$ cat config.mk
export PLATFORM = sky130hd
export DESIGN_NAME = plru_tracker_flat
export DESIGN_NICKNAME = d
export VERILOG_FILES = /design/src/rtl/plru_tracker_pkg.sv /design/src/rtl/plru_tracker_if.sv /design/src/rtl/plru_tree_logic.sv /design/src/rtl/plru_tracker.sv /design/src/flat_wrapper.sv
export SDC_FILE = /design/constraint.sdc
export NUM_CORES = 1
export LEC_CHECK = 0
export BUFFER_PORTS_ARGS = -buffer_cell sky130_fd_sc_hd__buf_2
export CORE_UTILIZATION = 44
export DETAILED_ROUTE_END_ITERATION = 16
export PLACE_DENSITY = 0.61
export SYNTH_ARGS = -nofsm -noshare
export SYNTH_HDL_FRONTEND = slang
export SYNTH_HIERARCHICAL = 1
export SYNTH_SLANG_ARGS = --single-unit
$ cat constraint.sdc
create_clock -name clk0 -period 4.4 [get_ports clk0]
set_clock_uncertainty 0.15 [all_clocks]
set_input_delay 0.88 -clock clk0 [delete_from_list [all_inputs] [get_ports clk0]]
set_output_delay 0.88 -clock clk0 [all_outputs]
set_load 0.005 [all_outputs]
$ cat src/rtl/plru_tracker_pkg.sv
// Shared types and helpers for the tree pseudo-LRU tracker.
// Provides the FSM state encoding, a log2 helper and the widest tree vector.
package plru_pkg;

    localparam int MAX_WAYS = 16;

    typedef logic [MAX_WAYS-2:0] plru_tree_t;

    typedef enum logic {
        INIT  = 1'b0,
        READY = 1'b1
    } plru_state_e;

    function automatic int plru_log2(input int n);
        int r;
        r = 0;
        for (int i = 0; i < 31; i++) begin
            if ((1 << i) < n) r = i + 1;
        end
        return r;
    endfunction

endpackage

$ cat src/rtl/plru_tracker_if.sv
// Controller <-> PLRU tracker bundle: lookup/victim, touch and flush/init status.
// master = cache controller side, slave = tracker side.
interface plru_tracker_if #(
    parameter int S_INDEX = 4,
    parameter int WAYS    = 4
);
    logic                       flush_req;
    logic                       init_done;
    logic                       lookup_valid;
    logic [S_INDEX-1:0]         lookup_set;
    logic                       victim_valid;
    logic [$clog2(WAYS)-1:0]    victim_way;
    logic                       touch_valid;
    logic [S_INDEX-1:0]         touch_set;
    logic [$clog2(WAYS)-1:0]    touch_way;

    modport master (
        output flush_req, lookup_valid, lookup_set, touch_valid, touch_set, touch_way,
        input  init_done, victim_valid, victim_way
    );

    modport slave (
        input  flush_req, lookup_valid, lookup_set, touch_valid, touch_set, touch_way,
        output init_done, victim_valid, victim_way
    );
endinterface

$ cat src/rtl/plru_tree_logic.sv
// Combinational tree-PLRU kernel: victim walk of a tree, and the tree after marking a way MRU.
// Node i has children 2i+1 / 2i+2; a 0 bit means the victim lies in the left subtree.
module plru_tree_logic
    import plru_pkg::*;
#(
    parameter int WAYS = 4
) (
    input  logic [WAYS-2:0]          tree,
    input  logic [$clog2(WAYS)-1:0]  way,
    output logic [$clog2(WAYS)-1:0]  victim,
    output logic [WAYS-2:0]          next_tree
);
    localparam int WL = plru_log2(WAYS);
    localparam int NW = WL + 1;
    localparam int TW = WAYS - 1;

    always_comb begin
        logic [NW-1:0] node;
        logic [TW-1:0] sel;
        node = '0;
        for (int l = 0; l < WL; l++) begin
            sel  = tree >> node;
            node = (node << 1) + NW'(1) + NW'(sel[0]);
        end
        // Leaves are numbered WAYS-1 .. 2*WAYS-2 in breadth-first order.
        victim = WL'(node - NW'(WAYS - 1));
    end

    always_comb begin
        logic [NW-1:0] node;
        logic [TW-1:0] mask;
        logic          dir;
        next_tree = tree;
        node      = '0;
        for (int l = 0; l < WL; l++) begin
            dir       = way[WL-1-l];
            mask      = TW'(1) << node;
            next_tree = dir ? (next_tree & ~mask) : (next_tree | mask);
            node      = (node << 1) + NW'(1) + NW'(dir);
        end
    end

endmodule

$ cat src/rtl/plru_tracker.sv
// Per-set tree pseudo-LRU tracker: registered victim one cycle after a lookup, touches land at cycle end.
// Same-set touch+lookup in one cycle forwards the post-touch tree; flush restarts the zeroing sweep.
module plru_tracker
    import plru_pkg::*;
#(
    parameter int S_INDEX = 4,
    parameter int WAYS    = 4
) (
    input  logic          clk0,
    input  logic          rst0,
    plru_tracker_if.slave bus
);
    localparam int NUM_SETS = 2 ** S_INDEX;
    localparam int WL       = plru_log2(WAYS);
    localparam int TW       = WAYS - 1;

    plru_state_e        state_q, state_d;
    logic [S_INDEX-1:0] cnt_q, cnt_d;

    logic [TW-1:0] trees [NUM_SETS];

    logic          touch_acc, lookup_acc, sweep_we;
    logic [TW-1:0] touch_tree_nxt, lookup_tree;
    logic [WL-1:0] lookup_victim;
    logic [WL-1:0] touch_victim_unused;
    logic [TW-1:0] lookup_next_unused;
    logic          victim_valid_q;
    logic [WL-1:0] victim_way_q;

    always_comb begin
        state_d  = state_q;
        cnt_d    = cnt_q;
        sweep_we = 1'b0;
        if (bus.flush_req) begin
            state_d = INIT;
            cnt_d   = '0;
        end else if (state_q == INIT) begin
            sweep_we = 1'b1;
            cnt_d    = cnt_q + 1'b1;
            if (cnt_q == '1) state_d = READY;
        end
    end

    always_ff @(posedge clk0) begin
        if (rst0) begin
            state_q <= INIT;
            cnt_q   <= '0;
        end else begin
            state_q <= state_d;
            cnt_q   <= cnt_d;
        end
    end

    assign touch_acc  = (state_q == READY) && !bus.flush_req && bus.touch_valid;
    assign lookup_acc = (state_q == READY) && !bus.flush_req && bus.lookup_valid;

    plru_tree_logic #(.WAYS(WAYS)) u_touch (
        .tree      (trees[bus.touch_set]),
        .way       (bus.touch_way),
        .victim    (touch_victim_unused),
        .next_tree (touch_tree_nxt)
    );

    // Write-first: a same-cycle touch to the looked-up set is visible to the lookup.
    assign lookup_tree = (touch_acc && (bus.touch_set == bus.lookup_set))
                       ? touch_tree_nxt : trees[bus.lookup_set];

    plru_tree_logic #(.WAYS(WAYS)) u_lookup (
        .tree      (lookup_tree),
        .way       (bus.touch_way),
        .victim    (lookup_victim),
        .next_tree (lookup_next_unused)
    );

    // Tree storage is cleared only by the sweep, never by rst0 directly.
    always_ff @(posedge clk0) begin
        if (sweep_we && !rst0) begin
            trees[cnt_q] <= '0;
        end else if (touch_acc && !rst0) begin
            trees[bus.touch_set] <= touch_tree_nxt;
        end
    end

    always_ff @(posedge clk0) begin
        if (rst0) begin
            victim_valid_q <= 1'b0;
            victim_way_q   <= '0;
        end else begin
            victim_valid_q <= lookup_acc;
            if (lookup_acc) victim_way_q <= lookup_victim;
        end
    end

    assign bus.init_done    = (state_q == READY);
    assign bus.victim_valid = victim_valid_q;
    assign bus.victim_way   = victim_way_q;

endmodule

$ cat src/flat_wrapper.sv
// flat-port wrapper written by rule: the top's interface ports become plain ports
module plru_tracker_flat import plru_pkg::*;
#(
    parameter int S_INDEX = 4,
    parameter int WAYS    = 4
)
  (clk0, rst0, bus_flush_req, bus_lookup_valid, bus_lookup_set, bus_touch_valid, bus_touch_set, bus_touch_way, bus_init_done, bus_victim_valid, bus_victim_way);
  plru_tracker_if #(.S_INDEX(S_INDEX), .WAYS(WAYS)) bus_i ();
  input  logic clk0;
  input  logic rst0;
  input wire logic [$bits(bus_i.flush_req)-1:0] bus_flush_req;
  input wire logic [$bits(bus_i.lookup_valid)-1:0] bus_lookup_valid;
  input wire logic [$bits(bus_i.lookup_set)-1:0] bus_lookup_set;
  input wire logic [$bits(bus_i.touch_valid)-1:0] bus_touch_valid;
  input wire logic [$bits(bus_i.touch_set)-1:0] bus_touch_set;
  input wire logic [$bits(bus_i.touch_way)-1:0] bus_touch_way;
  output wire logic [$bits(bus_i.init_done)-1:0] bus_init_done;
  output wire logic [$bits(bus_i.victim_valid)-1:0] bus_victim_valid;
  output wire logic [$bits(bus_i.victim_way)-1:0] bus_victim_way;
  assign bus_i.flush_req = bus_flush_req;
  assign bus_i.lookup_valid = bus_lookup_valid;
  assign bus_i.lookup_set = bus_lookup_set;
  assign bus_i.touch_valid = bus_touch_valid;
  assign bus_i.touch_set = bus_touch_set;
  assign bus_i.touch_way = bus_touch_way;
  assign bus_init_done = bus_i.init_done;
  assign bus_victim_valid = bus_i.victim_valid;
  assign bus_victim_way = bus_i.victim_way;
  plru_tracker #(.S_INDEX(S_INDEX), .WAYS(WAYS)) u_core (.clk0(clk0), .rst0(rst0), .bus(bus_i));
endmodule
# After elaboration in Yosys (flattened, before gate mapping)
# Memories as Yosys holds them, arrays and structs flattened.
# Index checks and enable logic that the tools add are counted.
# totals
ramBits	48
elab_cells	43
out_inout_bits	4
ff_bits	8
n_memories	1
# mem_list
memory	depth	width	rd	rd_clocked_by_memory_dff	wr	line_no	text
u_core.trees	16	3	2	0	1	plru_tracker.sv:20	logic [TW-1:0] trees [NUM_SETS];
# op_classes
muxes	15
addsub	6
n_eq_ne	2
n_bitwise	3
shifts	2
reduce_logical	10
# op_table
cell	n
$mux 1	11
$mux 3	3
$logic_and 1x1->1	6
$add 1x1->2 const A	2
$add 4x1->4 const B	1
$eq 4x4->1	1
$eq 4x4->1 const B	1
$mux 4	1
$and 3x3->3	1
$not 3->3	1
$or 3x3->3	1
$reduce_or 3->1	1
$shl 1x2->3 const A	1
$shr 3x2->1	1
$add 2x1->2	1
$add 2x1->2 const B	1
$logic_not 1->1	2
$reduce_or 2->1	1
$sub 2x2->2 const B	1

# Logic depth before layout (Yosys ltp)
# Gate-level depths: netlist of the first run.
# depth
word_depth	10
mapped_depth	10
depth_no_buf	8

# Cells and area by module
# Netlist of the first run, hierarchy kept.
# by_module_without_submodules
module	cells_each	instances	area_each_um2	seq_area_each_um2
plru_tracker	176	1	2876.5	1601.5
plru_tree_logic	7	2	46.3	0.0

# Worst setup path after synthesis of the first run
# No wires, ideal clock.
# synth_path
path_type	input to register
from	in bus_touch_set[1]
to	reg u_core.victim_way_q[0], in the netlist u_core/bus.victim_way[0]
arrival_time_ns	2.939
required_ns	4.136
setup_slack_ns	1.197
setup_time_ns	0.114
cell_stages	10
path_cell_list	clkbuf_1 buf_2 mux4_2 mux4_2 nand2_1 o21ai_0 mux2_2 mux2_4 mux2i_1 nor2_1
# synth_via
elab_chain_len	7
# synth_lines
element	line_no	text
start, declared	flat_wrapper.sv:15	input wire logic [$bits(bus_i.touch_set)-1:0] bus_touch_set;
$mem_v2 16x3 (*)	--	
$or 3x3->3 / $and 3x3->3 (equally long branches)	plru_tree_logic.sv:38	next_tree = dir ? (next_tree & ~mask) : (next_tree | mask);
$mux 3 (*)	plru_tree_logic.sv:38	
via u_core.touch_tree_nxt[1]	plru_tracker.sv:23	logic [TW-1:0] touch_tree_nxt, lookup_tree;
$mux 3 (*)	plru_tracker.sv:66	? touch_tree_nxt : trees[bus.lookup_set];
via u_core.lookup_tree[1]	plru_tracker.sv:23	
$shr 3x2->1 (*)	plru_tree_logic.sv:22	sel = tree >> node;
$add 2x1->2 (*)	plru_tree_logic.sv:23	node = (node << 1) + NW'(1) + NW'(sel[0]);
$sub 2x2->2 (*)	plru_tree_logic.sv:26	victim = WL'(node - NW'(WAYS - 1));
via u_core.lookup_victim[0]	plru_tracker.sv:24	logic [WL-1:0] lookup_victim;
end signal, assigned	plru_tracker.sv:90	if (lookup_acc) victim_way_q <= lookup_victim;
end, declared	plru_tracker.sv:28	logic [WL-1:0] victim_way_q;
# Mark *: on every way through the listed nets, which the timed path passes. The rest lies on a longest branch.
# A chain may end at the register's enable or synchronous reset.

# Worst setup path after layout of the first run
# layout_path
from	in bus_touch_set[0]
to	reg u_core.victim_way_q[0], in the netlist u_core/bus.victim_way[0]
# The elaborated chain is that of the path after synthesis.

==> run_results.csv, run 1 <==
group,metric,value,unit
drt,via_per_inst,5.92,
final_layout,diodes,0,
floorplan,die-width,81.8,um
global_routing,grt_pass1_vias,1540,
worst_setup_path,r2r_start,"u_core/trees[3][1]",
worst_setup_path,regToRegEndpoint,"u_core/bus.victim_way[0]",
final_layout,stdcell_count,266,
worst_setup_path,ff2ff_path_depth,8,
drt,routedWlPerCell,20.5,um
clock_network,cts.htree.levels,2,
clock_network,root_buffer,"clkbuf_8",
final_layout,drive_gt1_frac,0.220,
clock_network,clk_latency,0.31,ns
min_path,min_path_type,"reg2reg",
floorplan,initial_core_util,0.465,
worst_setup_path,worstSetupPathDepth,9,
worst_setup_path,crit_type,"in2reg",
drt,vias,1576,
clock_network,cts_resized,0,
power,ir_drop,0.000156,V
global_routing,grt_max_degree,19,
power,power.density,339,nW/um^2
clock_network,ctsHoldBuffers,0,
drt,drt_iter0_drc,104,
worst_setup_path,slowest_stage,"mux4_2",
global_routing,globalRouteOverflowTotal,0,
logic_synthesis,post_synth.cell_area_avg,15.7,sq um
sta,max-slew-margin-rel,0.585,
floorplan,row_count,28,
min_path,hp-start,"u_core/bus.victim_way[1]",
final_layout,nets,206,
sta,setup_violations,0,
place,gp_congestion,0.835,
place,hpwlAfterDp,4120,um
sta,max_freq,0.326,GHz
drt,firstDrtPassIters,4,
drt,wl,5450,um
logic_synthesis,syn_inst,178,
worst_setup_path,critPathTopFamily,"multiplexers",
sta,period_minus_slack,3.07,ns
drt,drc,0,
worst_setup_path,cp_cell_sequence,"buf_2 > mux4_2 > mux4_2 > nand2_1 > o21ai_0 > mux2_2 > mux2_4 > mux2i_1 > nor2_1",
sta,hold_viol_final,0,
clock_network,cts_tree,"yes",
clock_network,numCtsBuffers,5,
worst_setup_path,end_kind,"flip-flop",
flow_run,drv_cap,0,
sta,period_share,0.697,
drt,final_antenna_net_count,0,
floorplan,die_height,81.8,um
worst_setup_path,cp.required,4.46,ns
sta,worstMarginPinSlew,0.623,ns
worst_setup_path,cp.arrival,3.12,ns
floorplan,ios,19,
final_layout,syn2layout_area_growth,8.35,%
logic_synthesis,yosysWarnings,6,
sta,rsz0062_at_grt,"false",
clock_network,cts_buffer_depth,2,
sta,setup_tns,0,ns
global_routing,antenna_found_initial,0,
clock_network,clk_pin_slew,0.09,ns
worst_setup_path,max_stage_delay,0.55,ns
clock_network,post_cts_buffers,0,
min_path,hold_end,"u_core/bus.victim_way[1]",
final_layout,nFillCells,509,
global_routing,grt_usage,0.178,
place,io_buffers,18,
worst_setup_path,cp_common_cell,"mux4_2",
sta,maxSlewViolCount,0,
worst_setup_path,start_kind,"input port",
logic_synthesis,syn_nets,194,
min_path,whs_path_depth,2,
clock_network,cts_sinks,56,
worst_setup_path,rrSetupSlack,1.84,ns
worst_setup_path,crit_fanout,12,
logic_synthesis,syn_area,2800,sq um
global_routing,grt_pass1_wl,8470,um
floorplan,die_area,6690,sq um
status,outcome,"finished, final reports clean",
worst_setup_path,path_buf_inv,1,
power,cellLeakagePower,1.21,nW
floorplan,core_area,6030,sq um
place,dp.cells,258,
[power breakdown]
group	total, mW	leakage [nW]	internal [mW]	switching, mW
registers	0.572	0.594	0.570	0.00188
clock network	0.398	0.0687	0.229	0.169
logic	0.0584	0.548	0.0282	0.0302
total	1.03	1.21	0.827	0.201
[placed cells by master (no fill, tap or decap), types with 2 or more instances in the layout]
| cell type | n |
|---|---|
| buf_2 | 18 |
| xnor2_1 | 5 |
| bufinv_16 | 2 |
| mux4_1 | 14 |
| nand3_1 | 3 |
| nand2_1 | 5 |
| nand2b_1 | 2 |
| mux2i_1 | 13 |
| inv_1 | 3 |
| nor3b_1 | 2 |
| a31oi_1 | 5 |
| nor2_1 | 26 |
| clkbuf_8 | 5 |
| xor2_1 | 2 |
| dfxtp_1 | 8 |
| mux4_2 | 8 |
| edfxtp_1 | 48 |
| mux2_2 | 4 |
| and2_1 | 3 |
| or2_2 | 2 |
[worst register-to-register path, delay by kind of cell (launching register included)]
family             cells  cell delay [ns]
and+or+nand+nor        2             0.13
muxes                  5             1.65
AOI/OAI and AO/OA      1             0.11
DFF                    1             0.42
[cell type report]
type	instances	area [sq um]	share of cell area
clock buffer	5	68.8	0.0227
clock inverter	3	68.8	0.0227
inverter	3	11.3	0.00371
multi-input combinational	106	1100	0.363
sequential	56	1600	0.527
tap	75	93.8	0.0309
timing repair buffer	18	90.1	0.0297
[layer usage]
metal / global-route usage / routed length (um)
met4: 0.0474 / 57
met1: 0.256 / 2460
met3: 0.0300 / 298
met2: 0.280 / 2640
met5: 0 / 0
[how the worst max path moves through the flow]
stage                      from                        to  slack, ns
2_1_floorplan  bus_touch_set[0]  u_core/bus.victim_way[0]       1.29
3_3_place_gp   bus_touch_set[0]  u_core/bus.victim_way[0]       1.09
3_5_place_dp   bus_touch_set[0]  u_core/bus.victim_way[0]        1.0
4_1_cts        bus_touch_set[0]  u_core/bus.victim_way[0]       1.33
5_1_grt        bus_touch_set[0]  u_core/bus.victim_way[0]       1.25
6_report       bus_touch_set[0]  u_core/bus.victim_way[0]       1.33
[stage by stage]
| stage | power [mW] | setup slack [ns] | utilization | hold WS (ns) | instance area, sq um |
|---|---|---|---|---|---|
| 2_1_floorplan | 0.630 | 1.29 | - | 0.338 | 2800 |
| 3_3_place_gp | 0.642 | 1.09 | 0.481 | 0.325 | 2900 |
| 3_5_place_dp | 0.643 | 0.999 | 0.481 | 0.338 | 2900 |
| 4_1_cts | 1.03 | 1.33 | 0.504 | 0.362 | 3040 |
| 5_1_grt | 1.06 | 1.25 | 0.504 | 0.401 | 3040 |
| 6_report | 1.03 | 1.33 | 0.504 | 0.352 | 3040 |
[state kept, by name, indices dropped and copies added, names as in the netlist]
name / count
u_core/cnt_q: 4
u_core/bus.victim_valid: 1
u_core/bus.init_done: 1
u_core/bus.victim_way: 2
u_core/trees: 48
(Power assumes the default switching activity.)
==> run 2: changes to the inputs <==
--- a/config.mk
+++ b/config.mk
@@ -8,7 +8,7 @@
 export BUFFER_PORTS_ARGS = -buffer_cell sky130_fd_sc_hd__buf_2
 export CORE_UTILIZATION = 44
 export DETAILED_ROUTE_END_ITERATION = 16
-export PLACE_DENSITY = 0.61
+export PLACE_DENSITY = 0.63
 export SYNTH_ARGS = -nofsm -noshare
 export SYNTH_HDL_FRONTEND = slang
 export SYNTH_HIERARCHICAL = 1
==> constraint.sdc (replaced) <==
create_clock -name clk0 -period 2.55 [get_ports clk0]
set_clock_uncertainty 0.15 [all_clocks]
set_input_delay 0.51 -clock clk0 [delete_from_list [all_inputs] [get_ports clk0]]
set_output_delay 0.51 -clock clk0 [all_outputs]
set_load 0.005 [all_outputs]
==> run_results.csv, run 2 (synthesis results as in run 1) <==
group,metric,value,unit
status,outcome,"finished, final reports clean",
place,dp.cells,269,
global_routing,grt_pass1_wl,8770,um
worst_setup_path,regToRegEndpoint,"u_core/bus.victim_way[0]",
clock_network,cts.htree.levels,2,
sta,hold_viol_final,0,
floorplan,die_area,6690,sq um
final_layout,syn2layout_area_growth,9.87,%
drt,routedWlPerCell,20.7,um
clock_network,clk_latency,0.31,ns
final_layout,nets,217,
worst_setup_path,start_kind,"flip-flop",
global_routing,grt_use_met3,0.0478,
sta,setup_violations,0,
drt,drt_iter0_drc,94,
sta,max_freq,0.403,GHz
worst_setup_path,r2r_start,"u_core/trees[12][1]",
min_path,min_path_type,"in2reg",
final_layout,nFillCells,495,
worst_setup_path,rrSetupSlack,0.07,ns
power,power_frac_comb,0.074,
power,ir_drop,0.000206,V
clock_network,numCtsBuffers,5,
final_layout,diodes,0,
final_layout,top_register,"u_core/trees",
global_routing,grt_pass1_vias,1592,
place,io_buffers,18,
place,hpwlAfterDp,4350,um
floorplan,die-width,81.8,um
global_routing,grt_max_degree,18,
clock_network,root_buffer,"clkbuf_8",
clock_network,clk_pin_slew,0.10,ns
clock_network,post_cts_buffers,0,
drt,firstDrtPassIters,4,
drt,drc,0,
global_routing,grt_usage,0.189,
worst_setup_path,cp_common_cell,"mux4_2",
final_layout,stdcell_count,277,
power,cellLeakagePower,1.24,nW
worst_setup_path,cp.arrival,2.53,ns
worst_setup_path,cp.required,2.60,ns
power,p_sw,0.333,mW
drt,wl,5730,um
worst_setup_path,max_stage_delay,0.48,ns
final_layout,largest_reg_flops,48,
clock_network,cts_buffer_depth,2,
global_routing,antenna_found_initial,0,
drt,final_antenna_net_count,0,
drt,vias,1627,
power,internal-power,1.24,mW
power,p_seq_frac,0.627,
worst_setup_path,ff2ff_path_depth,8,
min_path,hp-start,"rst0",
flow_run,drv_cap,0,
floorplan,ios,19,
sta,worstMarginPinSlew,0.599,ns
sta,setup_tns,0,ns
worst_setup_path,path_buf_inv,0,
min_path,hold_end,"u_core/bus.victim_way[0]",
global_routing,busiest_layer,"met2",
clock_network,cts_tree,"yes",
worst_setup_path,slowest_stage,"mux4_2",
worst_setup_path,end_kind,"flip-flop",
floorplan,die_height,81.8,um
global_routing,use_met1,0.251,
sta,period_share,0.973,
worst_setup_path,crit_type,"reg2reg",
final_layout,postLayoutCoreUtil,0.511,
place,gp_congestion,0.811,
worst_setup_path,critPathTopFamily,"multiplexers",
sta,max-slew-margin-rel,0.600,
clock_network,cts_sinks,56,
sta,maxSlewViolCount,0,
floorplan,core_area,6030,sq um
sta,rsz0062_at_grt,"false",
clock_network,ctsHoldBuffers,0,
power,p_clk_frac,0.299,
final_layout,layout_commonest_cell,"edfxtp_1",
power,netSwitchingFraction,0.212,
worst_setup_path,crit_fanout,2,
final_layout,layout_common_cells,"48 x edfxtp_1, 26 x nor2_1, 17 x buf_2",
drt,via_per_inst,5.87,
floorplan,initial_core_util,0.465,
global_routing,globalRouteOverflowTotal,0,
worst_setup_path,cp_cell_sequence,"mux4_2 > mux4_2 > nand2_1 > o21ai_1 > mux2_2 > mux2_4 > mux2i_1 > nor2_1",
sta,period_minus_slack,2.48,ns
final_layout,drive_gt1_frac,0.267,
global_routing,use_met2,0.301,
power,power.density,511,nW/um^2
floorplan,row_count,28,
min_path,whs_path_depth,2,
==> run 2: cell types whose count changed in the layout (fill, tap and decap cells not counted), sizes merged <==
cell	change
clkbuf	+1
clkinv	+1
buf	+11
bufinv	-2
==> run 2: final cells by class <==
cell class	count	area, sq um	area share
Tap cell	75	93.8	0.0305
Clock buffer	6	72.6	0.0236
Clock inverter	2	13.8	0.00447
Inverter	3	11.3	0.00366
Sequential cell	56	1600	0.520
Multi-Input combinational cell	106	1090	0.356
Timing Repair Buffer	29	191	0.0622
==> run 2: worst max-delay path by stage <==
stage,startpoint,cells after the start,to,slack (ns)
after CTS,bus_touch_set[0],9,u_core/bus.victim_way[0],0.05
final,u_core/trees[12][1],8,u_core/bus.victim_way[0],0.07
after floorplan,bus_touch_set[0],10,u_core/bus.victim_way[0],-0.16
after detailed placement,bus_touch_set[0],9,u_core/bus.victim_way[0],-0.38
after global routing,u_core/trees[12][2],8,u_core/bus.victim_way[0],0.02
after global placement,bus_touch_set[0],9,u_core/bus.victim_way[0],-0.34
==> run 2: per-stage QoR <==
step / worst slack, ns / hold slack (ns) / total power, mW / instance area [sq um]
after CTS: 0.0542 / 0.277 / 1.59 / 3080
after floorplan: -0.156 / 0.338 / 1.09 / 2810
final: 0.0677 / 0.292 / 1.57 / 3080
after detailed placement: -0.377 / 0.330 / 1.12 / 2990
after global placement: -0.336 / 0.331 / 1.12 / 2990
after global routing: 0.0191 / 0.284 / 1.62 / 3080
==> run 2: power by group through the flow <==
stage	Clock (mW)	Combinational, mW	Sequential, mW
finish	0.469	0.117	0.986
global route	0.510	0.125	0.987
CTS	0.485	0.116	0.986
detailed placement	0	0.115	1.01
global placement	0	0.113	1.01
floorplan	0	0.0811	1.01
==> run 2: timing repair <==
item / CTS / global route
cloned: 0 / 0
pin swaps: 0 / 0
gates resized for setup: 1 / 3
endpoints found under the setup margin: 1 / 1
==> run 2: layer usage <==
metal	vias to the layer above	share of wire	wire (um)
met5	-	0	0
met4	0	0.011	61
met3	6	0.076	438
met2	74	0.48	2760
met1	805	0.43	2470
li1	742	-	-
